## config.mk

```make
export PLATFORM = sky130hd
export DESIGN_NAME = change_dispenser
export DESIGN_NICKNAME = d
export VERILOG_FILES = /design/src/rtl/change_dispenser.sv
export SDC_FILE = /design/constraint.sdc
export NUM_CORES = 1
export LEC_CHECK = 0
export BUFFER_PORTS_ARGS = -buffer_cell sky130_fd_sc_hd__buf_2
export CAP_MARGIN = 40
export CORE_MARGIN = 2
export CORE_UTILIZATION = 50
export DETAILED_ROUTE_END_ITERATION = 7
export PLACE_DENSITY = 0.69
export SLEW_MARGIN = 20
export SYNTH_ARGS = -nofsm -noshare
export SYNTH_HDL_FRONTEND = slang
export SYNTH_SLANG_ARGS = --single-unit
export TNS_END_PERCENT = 100
```

## constraint.sdc

```tcl
create_clock -name clk -period 3.9 [get_ports clk]
set_input_delay 0.78 -clock clk [delete_from_list [all_inputs] [get_ports clk]]
set_output_delay 0.78 -clock clk [all_outputs]
set_load 0.02 [all_outputs]
```

## src/rtl/change_dispenser.sv

```systemverilog
// Change dispenser: greedy coin decomposition of a deposited change amount,
// one-at-a-time hopper handshake with ack timeout, per-denomination stock.
module change_dispenser #(
  parameter int unsigned D0          = 100,
  parameter int unsigned D1          = 50,
  parameter int unsigned D2          = 20,
  parameter int unsigned D3          = 10,
  parameter int unsigned D4          = 5,
  parameter int unsigned STOCK_W     = 8,
  parameter int unsigned INIT_STOCK  = 20,
  parameter int unsigned ACK_TIMEOUT = 15
) (
  input  logic               clk,
  input  logic               rst,
  input  logic [12:0]        change,
  input  logic               deposit,
  input  logic               coin_ack,
  input  logic               refill,
  input  logic [2:0]         refill_sel,
  input  logic [STOCK_W-1:0] refill_cnt,
  output logic               coin_valid,
  output logic [2:0]         coin_sel,
  output logic               busy,
  output logic               done,
  output logic               short_flag,
  output logic [12:0]        short_amt,
  output logic [4:0]         stock_empty
);

  localparam int unsigned AMT_W = 13;
  localparam int unsigned SEL_W = 3;
  localparam int unsigned N_DEN = 5;
  localparam int unsigned SUM_W = STOCK_W + 1;
  localparam int unsigned TO_W  = $clog2(ACK_TIMEOUT + 1);

  typedef enum logic [1:0] {
    S_IDLE,
    S_SELECT,
    S_WAIT
  } state_t;

  state_t             state_q, state_d;
  logic [AMT_W-1:0]   remaining_q, remaining_d;
  logic [TO_W-1:0]    to_cnt_q, to_cnt_d;
  logic               coin_valid_q, coin_valid_d;
  logic [SEL_W-1:0]   coin_sel_q, coin_sel_d;
  logic               busy_q, busy_d;
  logic               done_q, done_d;
  logic               short_flag_q, short_flag_d;
  logic [AMT_W-1:0]   short_amt_q, short_amt_d;
  logic [STOCK_W-1:0] stock_q [N_DEN];
  logic [STOCK_W-1:0] stock_d [N_DEN];

  logic               pick_ok;
  logic [SEL_W-1:0]   pick_idx;
  logic               dec_en;

  // Denomination value lookup by index; out-of-range indices never get picked.
  function automatic logic [AMT_W-1:0] denom(input logic [SEL_W-1:0] idx);
    case (idx)
      3'd0:    denom = AMT_W'(D0);
      3'd1:    denom = AMT_W'(D1);
      3'd2:    denom = AMT_W'(D2);
      3'd3:    denom = AMT_W'(D3);
      3'd4:    denom = AMT_W'(D4);
      default: denom = '0;
    endcase
  endfunction

  // Greedy pick: scan smallest to largest so the largest fitting, stocked coin wins.
  always_comb begin
    pick_ok  = 1'b0;
    pick_idx = '0;
    for (int i = int'(N_DEN) - 1; i >= 0; i--) begin
      if ((denom(SEL_W'(i)) <= remaining_q) && (stock_q[i] != '0)) begin
        pick_ok  = 1'b1;
        pick_idx = SEL_W'(i);
      end
    end
  end

  // Payout FSM next-state and registered-output values.
  always_comb begin
    state_d      = state_q;
    remaining_d  = remaining_q;
    to_cnt_d     = to_cnt_q;
    coin_valid_d = coin_valid_q;
    coin_sel_d   = coin_sel_q;
    busy_d       = busy_q;
    done_d       = 1'b0;
    short_flag_d = 1'b0;
    short_amt_d  = short_amt_q;
    dec_en       = 1'b0;

    case (state_q)
      S_IDLE: begin
        if (deposit) begin
          remaining_d = change;
          busy_d      = 1'b1;
          short_amt_d = '0;
          state_d     = S_SELECT;
        end
      end

      S_SELECT: begin
        if (remaining_q == '0) begin
          done_d  = 1'b1;
          busy_d  = 1'b0;
          state_d = S_IDLE;
        end else if (pick_ok) begin
          coin_sel_d   = pick_idx;
          coin_valid_d = 1'b1;
          to_cnt_d     = '0;
          state_d      = S_WAIT;
        end else begin
          done_d       = 1'b1;
          short_flag_d = 1'b1;
          short_amt_d  = remaining_q;
          busy_d       = 1'b0;
          state_d      = S_IDLE;
        end
      end

      S_WAIT: begin
        if (coin_ack) begin
          coin_valid_d = 1'b0;
          remaining_d  = remaining_q - denom(coin_sel_q);
          dec_en       = 1'b1;
          state_d      = S_SELECT;
        end else if (to_cnt_q == TO_W'(ACK_TIMEOUT - 1)) begin
          // Hopper stuck: abandon the pending coin and report what is still owed.
          to_cnt_d     = TO_W'(ACK_TIMEOUT);
          coin_valid_d = 1'b0;
          done_d       = 1'b1;
          short_flag_d = 1'b1;
          short_amt_d  = remaining_q;
          busy_d       = 1'b0;
          state_d      = S_IDLE;
        end else begin
          to_cnt_d = to_cnt_q + TO_W'(1);
        end
      end

      default: state_d = S_IDLE;
    endcase
  end

  // Stock update: saturating refill combined with the ack decrement.
  always_comb begin
    logic [SUM_W-1:0] add;
    logic [SUM_W-1:0] sub;
    logic [SUM_W-1:0] sum;
    add = '0;
    sub = '0;
    sum = '0;
    for (int i = 0; i < int'(N_DEN); i++) begin
      add = (refill && (refill_sel == SEL_W'(i))) ? {1'b0, refill_cnt} : '0;
      sub = (dec_en && (coin_sel_q == SEL_W'(i))) ? SUM_W'(1) : '0;
      sum = {1'b0, stock_q[i]} + add - sub;
      stock_d[i] = sum[STOCK_W] ? '1 : sum[STOCK_W-1:0];
    end
  end

  always_comb begin
    for (int i = 0; i < int'(N_DEN); i++) begin
      stock_empty[i] = (stock_q[i] == '0);
    end
  end

  always_ff @(posedge clk) begin
    if (rst) begin
      state_q      <= S_IDLE;
      remaining_q  <= '0;
      to_cnt_q     <= '0;
      coin_valid_q <= 1'b0;
      coin_sel_q   <= '0;
      busy_q       <= 1'b0;
      done_q       <= 1'b0;
      short_flag_q <= 1'b0;
      short_amt_q  <= '0;
      for (int i = 0; i < int'(N_DEN); i++) begin
        stock_q[i] <= STOCK_W'(INIT_STOCK);
      end
    end else begin
      state_q      <= state_d;
      remaining_q  <= remaining_d;
      to_cnt_q     <= to_cnt_d;
      coin_valid_q <= coin_valid_d;
      coin_sel_q   <= coin_sel_d;
      busy_q       <= busy_d;
      done_q       <= done_d;
      short_flag_q <= short_flag_d;
      short_amt_q  <= short_amt_d;
      for (int i = 0; i < int'(N_DEN); i++) begin
        stock_q[i] <= stock_d[i];
      end
    end
  end

  assign coin_valid = coin_valid_q;
  assign coin_sel   = coin_sel_q;
  assign busy       = busy_q;
  assign done       = done_q;
  assign short_flag = short_flag_q;
  assign short_amt  = short_amt_q;

endmodule

```

# Word level (Yosys, flattened, before mapping)
# Memory sizes are Yosys's and may differ from the RTL's.
# Cells that the tools add are included.
# Widths: inputs -> output; s select.
[classes]
n_addsub = 12
n_lt_le_gt_ge = 5
eq_ne = 20
mux = 75
bitwise_logic = 6
n_reduce_logical = 39
[op_table]
columns = ["op", "n"]
rows = [
  ["$mux 8", 15],
  ["$mux 13", 9],
  ["$add 8x8->9", 5],
  ["$sub 9x1->9", 5],
  ["$logic_not 8->1", 5],
  ["$reduce_bool 8->1", 5],
  ["$pmux 13 s3", 1],
  ["$pmux 7 s5", 1],
  ["$mux 1", 28],
  ["$pmux 13 s2", 1],
  ["$mux 4", 4],
  ["$logic_and 1x1->1", 15],
  ["$mux 3", 5],
  ["$ne 2x2->1 const B", 7],
  ["$le 3x13->1 const A", 1],
  ["$le 4x13->1 const A", 1],
  ["$le 5x13->1 const A", 1],
  ["$le 6x13->1 const A", 1],
  ["$le 7x13->1 const A", 1],
  ["$logic_not 13->1", 1],
  ["$sub 13x13->13", 1],
  ["$eq 3x2->1 const B", 4],
  ["$mux 2", 5],
  ["$pmux 4 s2", 1],
  ["21 further kinds", 34],
]
[word_totals]
ff_bits = 39
ram_bits = 40
in_bits = 29
word_cells = 167
n_memories = 1
[mem_list]
columns = ["name", "words", "width", "rd", "rd_clocked_by_memory_dff", "wr", "line", "rtl"]
rows = [
  ["stock_q", 5, 8, 5, 0, 5, "51", "logic [STOCK_W-1:0] stock_q [N_DEN];"],
]

# Longest topological paths before layout
# Gate-level depths: netlist of run 1.
# An unclocked memory read counts as a cell.
[logic_depth]
word_depth = 11
mapped_depth = 16
ltp_nobuf = 15

# Least setup slack after synthesis of run 1
# No wires, ideal clock.
[synth_timing]
path_type = "input to register"
from = "input port refill_sel[0]"
to = "memory stock_q[4][2] (netlist: stock_q[0][34])"
setup_ps = 140
arrival_time_ps = 3392
required_ps = 3760
slack_ps = 369
path_stages = 12
path_buffers = 0
cell_sequence = "nand2b_1 nor3b_1 nand2_1 ha_1 inv_1 ha_1 nor2b_1 o21ai_0 a21oi_1 o41a_1 xnor2_1 nand3_1"
[synth_rtl]
columns = ["element", "line", "rtl"]
rows = [
  ["from (decl)", "19", "input logic [2:0] refill_sel,"],
  ["to (decl)", "51", ""],
]

==> impl_metrics.csv, run 1 <==
group,metric,value,unit
detailed_routing,dr.first_iter.drc_count,368,
clock_tree,clkSlewWorstSetupHoldPaths,60,ps
flow_run,max_cap_violations,0,
place,dp_worst_setup_slack,101.3,ps
detailed_routing,drc_errors,0,
critical_path,end_kind,"flip-flop",
synth,syn-cell-area,0.006359,mm^2
synth,synth_cell_types,62,
global_routing,antenna_found_initial,0,
detailed_routing,vias_per_cell,5.396,
timing,tns,0,ps
power_and_ir_drop,p_per_area,822.4,mW/mm^2
clock_tree,cts.path.max_buffers,2,
floorplanning,core,0.01252,mm^2
timing,setup_violations,0,
synth,synth-compound-area-share,0.1926,
timing,rsz0062_at_grt,"false",
clock_tree,cts_made_buffers,9,
layout,drive_above_1_share,0.1074,
detailed_routing,route.detailed.wl_per_inst,14.09,um
place,placed_cells,1031,
global_routing,grt_pass1_wl,24480,um
critical_path,startpoint_type,"flip-flop",
critical_path,r2r-start,"state_q[0]$_SDFFE_PP0P_",
timing,slew_headroom,0.5362,
synth,synth_top_family_by_area,"adder cells",
timing,finalWorstSetupSlack,359.6,ps
critical_path,reg2reg_to,"stock_q[0][34]$_SDFF_PP1_",
layout,area_delta_synth_final,13.09,%
timing,worst_pin_slew,686.6,ps
floorplanning,die-area,0.01364,mm^2
synth,ys.flop_type,"dfxtp_1",
power_and_ir_drop,p_leak,3.475,nW
layout,fillers,1233,
place,dp_hpwl,11020,um
clock_tree,insertion_delay,340,ps
synth,synth_fa_ha_area_frac,0.2019,
min_path,min_path_type,"reg2reg",
detailed_routing,routed_wl,14750,um
floorplanning,start_util,0.5080,
layout,finalNonFillerCells,1047,
floorplanning,die_y,116.8,um
timing,fin_crit_sh,0.9078,
synth,syn-num-nets,943,
synth,synth_mux_area_frac,0.02519,
min_path,holdPathEnd,"short_amt[2]$_SDFFE_PP0P_",
power_and_ir_drop,vdd_ir_drop_max,0.5103,mV
synth,yosys.area_share.simple,0.1816,
clock_tree,cts_resized,0,
detailed_routing,drt-pass1-iter-count,5,
clock_tree,clkSinkCount,79,
timing,min_period,3540,ps
synth,synth-seq-cells,79,
layout,multiInputGateArea,0.004121,mm^2
synth,postSynthCellCount,815,
critical_path,worstPathArrival,3740,ps
critical_path,r2r_slack,360,ps
clock_tree,cts_max_level,3,
timing,fin_worst_skew,6.579,ps
floorplanning,num_rows,41,
floorplanning,io_pins,54,
timing,maxSlewViolCount,0,
layout,register_area,0.001582,mm^2
synth,synth-async-reset-ratio,0,
global_routing,track_usage,0.2273,
synth,ys_warn_count,0,
critical_path,crit_required,4100,ps
timing,hold_viol,0,
critical_path,path_max_fanout,8,
min_path,hold_start,"short_amt[2]$_SDFFE_PP0P_",
clock_tree,cts_tree,"built",
clock_tree,root_buffer,"clkbuf_16",
synth,yosys.area_share.xor_xnor,0.04683,
global_routing,grt_max_degree,34,
synth,yosysSeqAreaShare,0.2487,
clock_tree,ctsHoldBuffers,0,
global_routing,grt-ovfl-total,0,
timing,max_freq,282.5,MHz
synth,synth_area_per_cell,7.802,um^2
detailed_routing,postRouteAntennaNets,0,
floorplanning,die_w,116.8,um
place,numPortBuffers,53,
critical_path,reg2reg_depth,15,
place,gp_congestion,0.8380,
global_routing,grt_pass1_vias,5092,
clock_tree,post_cts_buffers,0,
detailed_routing,num_vias,5650,
min_path,whs_path_depth,2,
synth,synth_edf_count,0,
layout,nNetsFinal,999,
status,outcome,"finished, final reports clean",
layout,diodes,0,
critical_path,crit_type,"reg2reg",
-- synthesized netlist by cell type, drive strengths merged, types with 4 or more instances --
master  count  area (um^2)
clkbuf     20        75.07
nor3       16        80.08
nor2b       9        56.30
nor2       36        135.1
o21ai      29        145.1
mux2i      16        160.2
and3        7        43.79
a31oi       7        43.79
o221ai      4        35.03
nor4       13        96.34
a21o        9        67.56
o41ai       7        68.82
inv       146        548.0
a21oi      69        345.3
a32o        4        40.04
nand3      18        95.09
xor2       19        166.4
and2        5        31.28
o21a       10        75.07
or4         5        37.54
ha         93         1164
nand2b     15        93.84
fa          6        120.1
xnor2      15        131.4
a211oi      9        67.56
o211ai      5        37.54
dfxtp      79         1582
or3         5        36.28
nand2      90        337.8
-- critical path, stage by stage, from the launching register on --
cell and delay, ps:
dfxtp_1 390, inv_1 90, ha_1 220, nand2_1 280
nor2b_1 120, ha_1 290, inv_1 40, ha_1 200
inv_1 70, fa_1 210, nor2b_1 60, o21ai_0 250
a21oi_1 160, o41a_1 350, xnor2_1 530, nand3_1 140
-- area by class of cell --
type | count | area share
flip-flops and latches | 79 | 0.2199
clock buffers | 12 | 0.03567
clock inverters | 3 | 0.01253
well taps | 172 | 0.02993
multi-input cells | 567 | 0.5732
repair buffers | 68 | 0.05255
inverters | 146 | 0.07621
-- per-layer routing --
metal  vias to the layer above  wire (um)  GRT usage
met3                        18        743    0.02884
met4                         0        226    0.07686
met5                         -          0          0
met2                       155       6675     0.3615
li1                       2912          -          -
met1                      2565       7107     0.3196
-- state kept, by name (all words and copies together), names as in the netlist --
signal       flops
coin_valid       1
coin_sel         3
short_amt       13
to_cnt_q         4
state_q          2
busy             1
stock_q         40
done             1
remaining_q     13
short_flag       1
-- cell families after synthesis --
family          Yosys count
simple gates            233
compound gates          185
buf+inv                 169
fa+ha+maj                99
flops                    79
xor+xnor                 34
mux                      16
-- per-stage QoR --
step	hold WS, ps	utilization	total power [mW]	area, um^2
after floorplan	465.8	-	4.124	6359
after global placement	441.0	0.5462	4.866	6837
after detailed placement	444.1	0.5462	4.882	6837
after CTS	454.5	0.5739	5.913	7183
after global routing	475.8	0.5745	6.490	7191
final	450.3	0.5745	5.914	7191
-- cell usage in the layout (no fill, tap or decap), types with 12 or more instances in the layout --
| cell type | count |
|---|---|
| inv_1 | 146 |
| dfxtp_1 | 79 |
| buf_4 | 15 |
| xor2_1 | 19 |
| nor3_1 | 16 |
| nand2_1 | 90 |
| a21oi_1 | 69 |
| ha_1 | 93 |
| o21ai_0 | 29 |
| nand3_1 | 17 |
| nand2b_1 | 15 |
| xnor2_1 | 15 |
| mux2i_1 | 16 |
| nor2_1 | 36 |
| buf_2 | 53 |
| nor4_1 | 12 |
-- worst max path at each step --
stage                                       start                         to  depth (start not counted)
after floorplan                     refill_sel[0]  stock_q[0][34]$_SDFF_PP1_                         12
after global placement              refill_sel[0]  stock_q[0][36]$_SDFF_PP1_                         14
after detailed placement            refill_sel[0]  stock_q[0][34]$_SDFF_PP1_                         14
after CTS                 state_q[0]$_SDFFE_PP0P_  stock_q[0][34]$_SDFF_PP1_                         15
after global routing      state_q[0]$_SDFFE_PP0P_  stock_q[0][34]$_SDFF_PP1_                         15
final                     state_q[0]$_SDFFE_PP0P_  stock_q[0][34]$_SDFF_PP1_                         15
-- report_power, final --
| group | leakage (nW) | switching, mW | internal (mW) | total [mW] |
|---|---|---|---|---|
| combinational | 2.65 | 2.01 | 1.62 | 3.63 |
| clock | 0.169 | 0.330 | 0.657 | 0.987 |
| sequential | 0.653 | 0.219 | 1.08 | 1.30 |
Note: power is estimated with default switching activity, not from simulation.
==> run 2, diff against run 1 <==
clock period = 4.1 ns   (was 3.9 ns; I/O delays follow)
==> impl_metrics.csv, run 2 (synthesized netlist as in run 1, its figures left out) <==
group,metric,value,unit
flow_run,max_cap_violations,0,
floorplanning,io_pins,54,
detailed_routing,route.detailed.wl_per_inst,14.02,um
critical_path,worstPathArrival,3520,ps
power_and_ir_drop,vdd_ir_drop_max,0.5860,mV
layout,drive_above_1_share,0.1065,
detailed_routing,drc_errors,0,
critical_path,critPathMaxStageDelay,450,ps
clock_tree,cts.path.max_buffers,2,
place,gp_congestion,0.8075,
critical_path,crit_buf_inv,3,
detailed_routing,routed_wl,14650,um
timing,finalWorstSetupSlack,784.1,ps
timing,maxSlewViolCount,0,
layout,fillers,1240,
floorplanning,num_rows,41,
critical_path,crit_type,"reg2reg",
detailed_routing,drt-pass1-iter-count,5,
critical_path,crit_chain,"inv_1 > ha_1 > nand2_1 > nor2_1 > ha_1 > inv_1 > ha_1 > inv_1 > fa_1 > nor2b_1 > o21ai_0 > a21oi_1 > o41a_1 > xnor2_1 > a21oi_1",
timing,rsz0062_at_grt,"false",
layout,layout_commonest_cell,"inv_1",
detailed_routing,dr.first_iter.drc_count,287,
clock_tree,clkSinkCount,79,
detailed_routing,vias_per_cell,5.305,
floorplanning,die-area,0.01364,mm^2
clock_tree,post_cts_buffers,0,
clock_tree,insertion_delay,350,ps
layout,finalNonFillerCells,1045,
power_and_ir_drop,p_per_area,770.3,mW/mm^2
place,dp_worst_setup_slack,444.7,ps
global_routing,track_usage,0.2257,
critical_path,crit_required,4310,ps
timing,fin_worst_skew,9.101,ps
layout,regMostFlops,"stock_q",
layout,largest_reg_flops,40,
global_routing,grt_pass1_vias,5046,
layout,diodes,0,
layout,nNetsFinal,997,
clock_tree,cts_max_level,3,
critical_path,crit_slowest_cell,"xnor2_1",
timing,max_freq,301.6,MHz
layout,finalInstanceArea,0.007141,mm^2
clock_tree,root_buffer,"clkbuf_16",
floorplanning,core,0.01252,mm^2
clock_tree,cts_resized,0,
clock_tree,cts_tree,"built",
detailed_routing,num_vias,5544,
power_and_ir_drop,power,5.501,mW
critical_path,startpoint_type,"flip-flop",
clock_tree,cts_made_buffers,9,
power_and_ir_drop,comb_power_share,0.618,
floorplanning,die_w,116.8,um
critical_path,path_max_fanout,8,
critical_path,end_kind,"flip-flop",
layout,most-common-layout-cells,"inv_1, ha_1, nand2_1, dfxtp_1, a21oi_1",
power_and_ir_drop,p_clk_frac,0.157,
layout,area_delta_synth_final,12.30,%
clock_tree,clkSlewWorstSetupHoldPaths,60,ps
timing,fin_crit_sh,0.8088,
detailed_routing,postRouteAntennaNets,0,
clock_tree,ctsHoldBuffers,0,
power_and_ir_drop,internal-power,3.074,mW
power_and_ir_drop,switchingPower,2.427,mW
timing,setup_violations,0,
timing,hold_viol,0,
min_path,min_path_type,"reg2reg",
timing,worst_pin_slew,737.3,ps
place,placed_cells,1029,
power_and_ir_drop,p_seq_frac,0.225,
status,outcome,"finished, final reports clean",
global_routing,antenna_found_initial,0,
power_and_ir_drop,p_leak,3.447,nW
global_routing,grt-ovfl-total,0,
timing,slew_headroom,0.5020,
timing,min_period,3316,ps
place,dpl_cell_area,0.006822,mm^2
global_routing,grt_pass1_wl,24180,um
floorplanning,start_util,0.5080,
timing,tns,0,ps
floorplanning,die_y,116.8,um
place,dp_hpwl,10930,um
global_routing,grt_max_degree,34,
critical_path,critical_path.top_delay_family,"adder cells",
place,numPortBuffers,53,
power_and_ir_drop,p_sw_frac,0.4412,
[run 2: layer usage]
metal | wire length (um) | track usage
met5 | 0 | 0
met4 | 216 | 0.07216
met3 | 560 | 0.02678
met2 | 6651 | 0.3753
met1 | 7223 | 0.3066
[run 2: final timing paths]
path | start | end | slack, ps | cells after the start
worst min-delay path | short_amt[3]$_SDFFE_PP0P_ | short_amt[3]$_SDFFE_PP0P_ | 450 | 2
worst min register to register | short_amt[3]$_SDFFE_PP0P_ | short_amt[3]$_SDFFE_PP0P_ | 450 | 2
worst max register to register | state_q[0]$_SDFFE_PP0P_ | stock_q[0][24]$_SDFF_PP0_ | 780 | 15
worst max-delay path | state_q[0]$_SDFFE_PP0P_ | stock_q[0][24]$_SDFF_PP0_ | 780 | 15
[run 2: layout make-up]
cell class                      instances  area (um^2)  area share
Tap cell                              172        215.2     0.03014
Multi-Input combinational cell        567         4121      0.5772
Timing Repair Buffer                   66        362.8     0.05081
Sequential cell                        79         1582      0.2215
Clock buffer                            9        225.2     0.03154
Clock inverter                          6        86.33     0.01209
Inverter                              146        548.0     0.07675
[run 2: per-stage QoR]
step / utilization / hold slack, ps
after floorplan: - / 465.8
after global placement: 0.5450 / 441.9
after detailed placement: 0.5450 / 445.8
after CTS: 0.5699 / 453.6
after global routing: 0.5705 / 467.7
final: 0.5705 / 451.7
[run 2: worst reg2reg max path, stage by stage (launching register included)]
cell	delay, ps
dfxtp_1	380
inv_1	80
ha_1	210
nand2_1	250
nor2_1	130
ha_1	280
inv_1	40
ha_1	200
inv_1	70
fa_1	200
nor2b_1	50
o21ai_0	210
a21oi_1	140
o41a_1	340
xnor2_1	450
a21oi_1	140
[run 2: power groups by stage]
stage	logic (mW)	registers [mW]	clock network, mW
after global routing	3.87	1.27	0.906
after detailed placement	3.36	1.25	0
after CTS	3.40	1.23	0.875
after floorplan	2.73	1.20	0
after global placement	3.33	1.25	0
final	3.40	1.24	0.863
==> run 3, diff against run 2 <==
ABC_AREA = 1   (was unset)
PLACE_DENSITY = 0.71   (was 0.69)
clock period = 3 ns   (was 4.1 ns; I/O delays follow)
==> impl_metrics.csv, run 3 <==
group,metric,value,unit
floorplanning,num_rows,42,
critical_path,crit_type,"in2reg",
power_and_ir_drop,p_leak,4.380,nW
synth,synth_edf_count,0,
critical_path,crit_required,3250,ps
critical_path,critPathMaxStageDelay,270,ps
synth,postSynthCellCount,971,
timing,max_freq,352.8,MHz
critical_path,cpMostUsedCell,"nor2_1",
layout,largest_reg_flops,40,
timing,maxSlewViolCount,0,
timing,fin_crit_sh,0.9447,
clock_tree,cts.path.max_buffers,2,
clock_tree,root_buffer,"clkbuf_16",
synth,syn-cell-area,0.006693,mm^2
floorplanning,die_y,119.7,um
timing,min_period,2834,ps
global_routing,antenna_found_initial,0,
global_routing,track_usage,0.2334,
place,dp_hpwl,12470,um
clock_tree,clkSlewWorstSetupHoldPaths,60,ps
clock_tree,insertion_delay,360,ps
layout,fillers,1202,
floorplanning,core,0.01314,mm^2
timing,hold_viol,0,
critical_path,startpoint_type,"input pin",
layout,register_area,0.001587,mm^2
synth,syn-num-nets,1099,
floorplanning,die-area,0.01433,mm^2
detailed_routing,route.detailed.wl_per_inst,12.54,um
synth,yosys.area.top_type,"dfxtp_1",
timing,setup_violations,0,
place,numPortBuffers,53,
global_routing,grt_max_degree,51,
detailed_routing,drt-pass1-iter-count,4,
synth,synth_cell_types,39,
global_routing,grt_pass1_vias,6001,
synth,synth-async-reset-ratio,0,
detailed_routing,vias_per_cell,4.960,
detailed_routing,num_vias,6413,
layout,nNetsFinal,1241,
detailed_routing,postRouteAntennaNets,0,
place,dp_worst_setup_slack,-334.2,ps
global_routing,grt_pass1_wl,26940,um
critical_path,worstPathArrival,3080,ps
critical_path,path_max_fanout,8,
layout,multiInputGateArea,0.004517,mm^2
power_and_ir_drop,p_per_area,1029,mW/mm^2
place,gp_congestion,0.8751,
detailed_routing,routed_wl,16220,um
timing,fin_worst_skew,9.415,ps
timing,finalWorstSetupSlack,165.8,ps
synth,synthTopCellsByCount,"inv_1, nand2_1, ha_1",
floorplanning,start_util,0.5094,
layout,area_delta_synth_final,26.43,%
place,placed_cells,1266,
layout,drive_above_1_share,0.2534,
critical_path,crit_slowest_cell,"nor3_4",
critical_path,r2r_slack,210,ps
synth,synth_top_area_frac,0.2363,
layout,most-common-layout-cells,"inv_1, nand2_1, buf_4, ha_1, dfxtp_1",
synth,yosysMostFrequentCell,"inv_1",
clock_tree,clkSinkCount,79,
timing,worst_pin_slew,794.7,ps
timing,rsz0062_at_grt,"true",
timing,slew_headroom,0.4678,
clock_tree,cts_made_buffers,9,
detailed_routing,drc_errors,0,
critical_path,crit_chain,"buf_2 > nor2_4 > inv_2 > nor3_4 > buf_4 > nand2_4 > ha_4 > inv_2 > ha_4 > nand2_4 > nor3_4 > nor2_2 > nor2_1 > nor2_1 > nor2_1 > nor2_2 > xor2_4 > nand2_1 > nand2_1 > inv_1",
critical_path,end_kind,"flip-flop",
global_routing,grt-ovfl-total,0,
synth,ys_warn_count,0,
clock_tree,cts_tree,"built",
detailed_routing,dr.first_iter.drc_count,366,
min_path,min_path_type,"reg2reg",
layout,fin_util,0.6441,
layout,finalNonFillerCells,1293,
status,outcome,"finished, final reports clean",
power_and_ir_drop,vdd_ir_drop_max,0.6699,mV
synth,yosysSeqAreaShare,0.2363,
layout,regMostFlops,"stock_q",
synth,ys.flop_type,"dfxtp_1",
synth,synthTopCellsByArea,"dfxtp_1, ha_1, inv_1",
layout,diodes,0,
flow_run,max_cap_violations,0,
synth,synth-seq-cells,79,
layout,layout_commonest_cell,"inv_1",
clock_tree,cts_max_level,3,
floorplanning,die_w,119.7,um
clock_tree,ctsHoldBuffers,0,
synth,synth_area_per_cell,6.893,um^2
floorplanning,io_pins,54,
-- run 3: cell types whose count changed in the layout (fill, tap and decap cells not counted), moves of 16 or more --
| cell | delta |
|---|---|
| a21oi_2 | +17 |
| buf_4 | +85 |
| inv_1 | +57 |
| mux2i_1 | -16 |
| nand2_1 | +73 |
| nand2_2 | +19 |
| nand3_1 | +26 |
| nand4_1 | +27 |
| nor2_1 | +30 |
-- run 3: metrics by stage --
step | power (mW) | instance area [um^2] | hold slack [ps] | TNS [ps]
after floorplan | 5.537 | 6736 | 474.0 | -356.5
after global placement | 7.042 | 7761 | 449.3 | -7473
after detailed placement | 7.149 | 7761 | 452.2 | -9222
after CTS | 8.242 | 8050 | 463.7 | 0
after global routing | 9.653 | 8462 | 475.3 | -424.3
final | 8.707 | 8462 | 460.6 | 0
-- run 3: path summary, 6_finish.rpt --
| kind | start | end | cells past startpoint |
|---|---|---|---|
| worst min-delay path | short_amt[1]$_SDFFE_PP0P_ | short_amt[1]$_SDFFE_PP0P_ | 2 |
| worst min register to register | short_amt[1]$_SDFFE_PP0P_ | short_amt[1]$_SDFFE_PP0P_ | 2 |
| worst max-delay path | refill_sel[2] | stock_q[0][19]$_SDFF_PP0_ | 20 |
| worst max register to register | coin_sel[0]$_SDFFE_PP0P_ | stock_q[0][24]$_SDFF_PP0_ | 20 |
-- run 3: cell families (layout without fill, tap and decap cells) --
group,after synthesis,count (layout),share of synthesized area
adder cells (fa/ha/maj),99,99,0.1918
XOR/XNOR,38,38,0.04973
AND/OR/NAND/NOR,378,378,0.2584
buffers and inverters,240,386,0.1404
AO/OA/AOI/OAI,137,137,0.1234
flip-flops,79,79,0.2363
-- run 3: final cells by class --
type / count / area share
Multi-Input combinational cell: 652 / 0.5338
Sequential cell: 79 / 0.1875
Timing Repair Buffer: 153 / 0.1227
Inverter: 218 / 0.09670
Clock buffer: 11 / 0.02987
Tap cell: 176 / 0.02602
Clock inverter: 4 / 0.003401
-- run 3: power breakdown --
group	switching, mW	total (mW)	leakage (nW)	internal (mW)
logic	3.32	6.02	3.59	2.70
clock network	0.460	1.06	0.134	0.602
registers	0.233	1.63	0.654	1.40
-- run 3: per-layer routing --
layer	part of all wire	GRT usage	vias to the layer above	wire (um)
met5	0	0	-	0
met4	0.027	0.1007	0	438
met3	0.042	0.04040	30	674
met1	0.44	0.2861	2876	7201
li1	-	-	3392	-
met2	0.49	0.4018	115	7901
-- run 3: worst max-delay path, delay by kind of cell --
family | cells | cell delay [ps]
xor gates and xnor gates | 1 | 250
and+or+nand+nor | 12 | 1230
buffers and inverters | 5 | 450
adders and majority gates | 2 | 530
-- run 3: timing repair --
item / in CTS / in global routing
setup buffers: 0 / 12
pin swaps: 2 / 31
resized for setup: 2 / 74
setup endpoints to repair: 17 / 40
hold endpoints to repair: 0 / 0
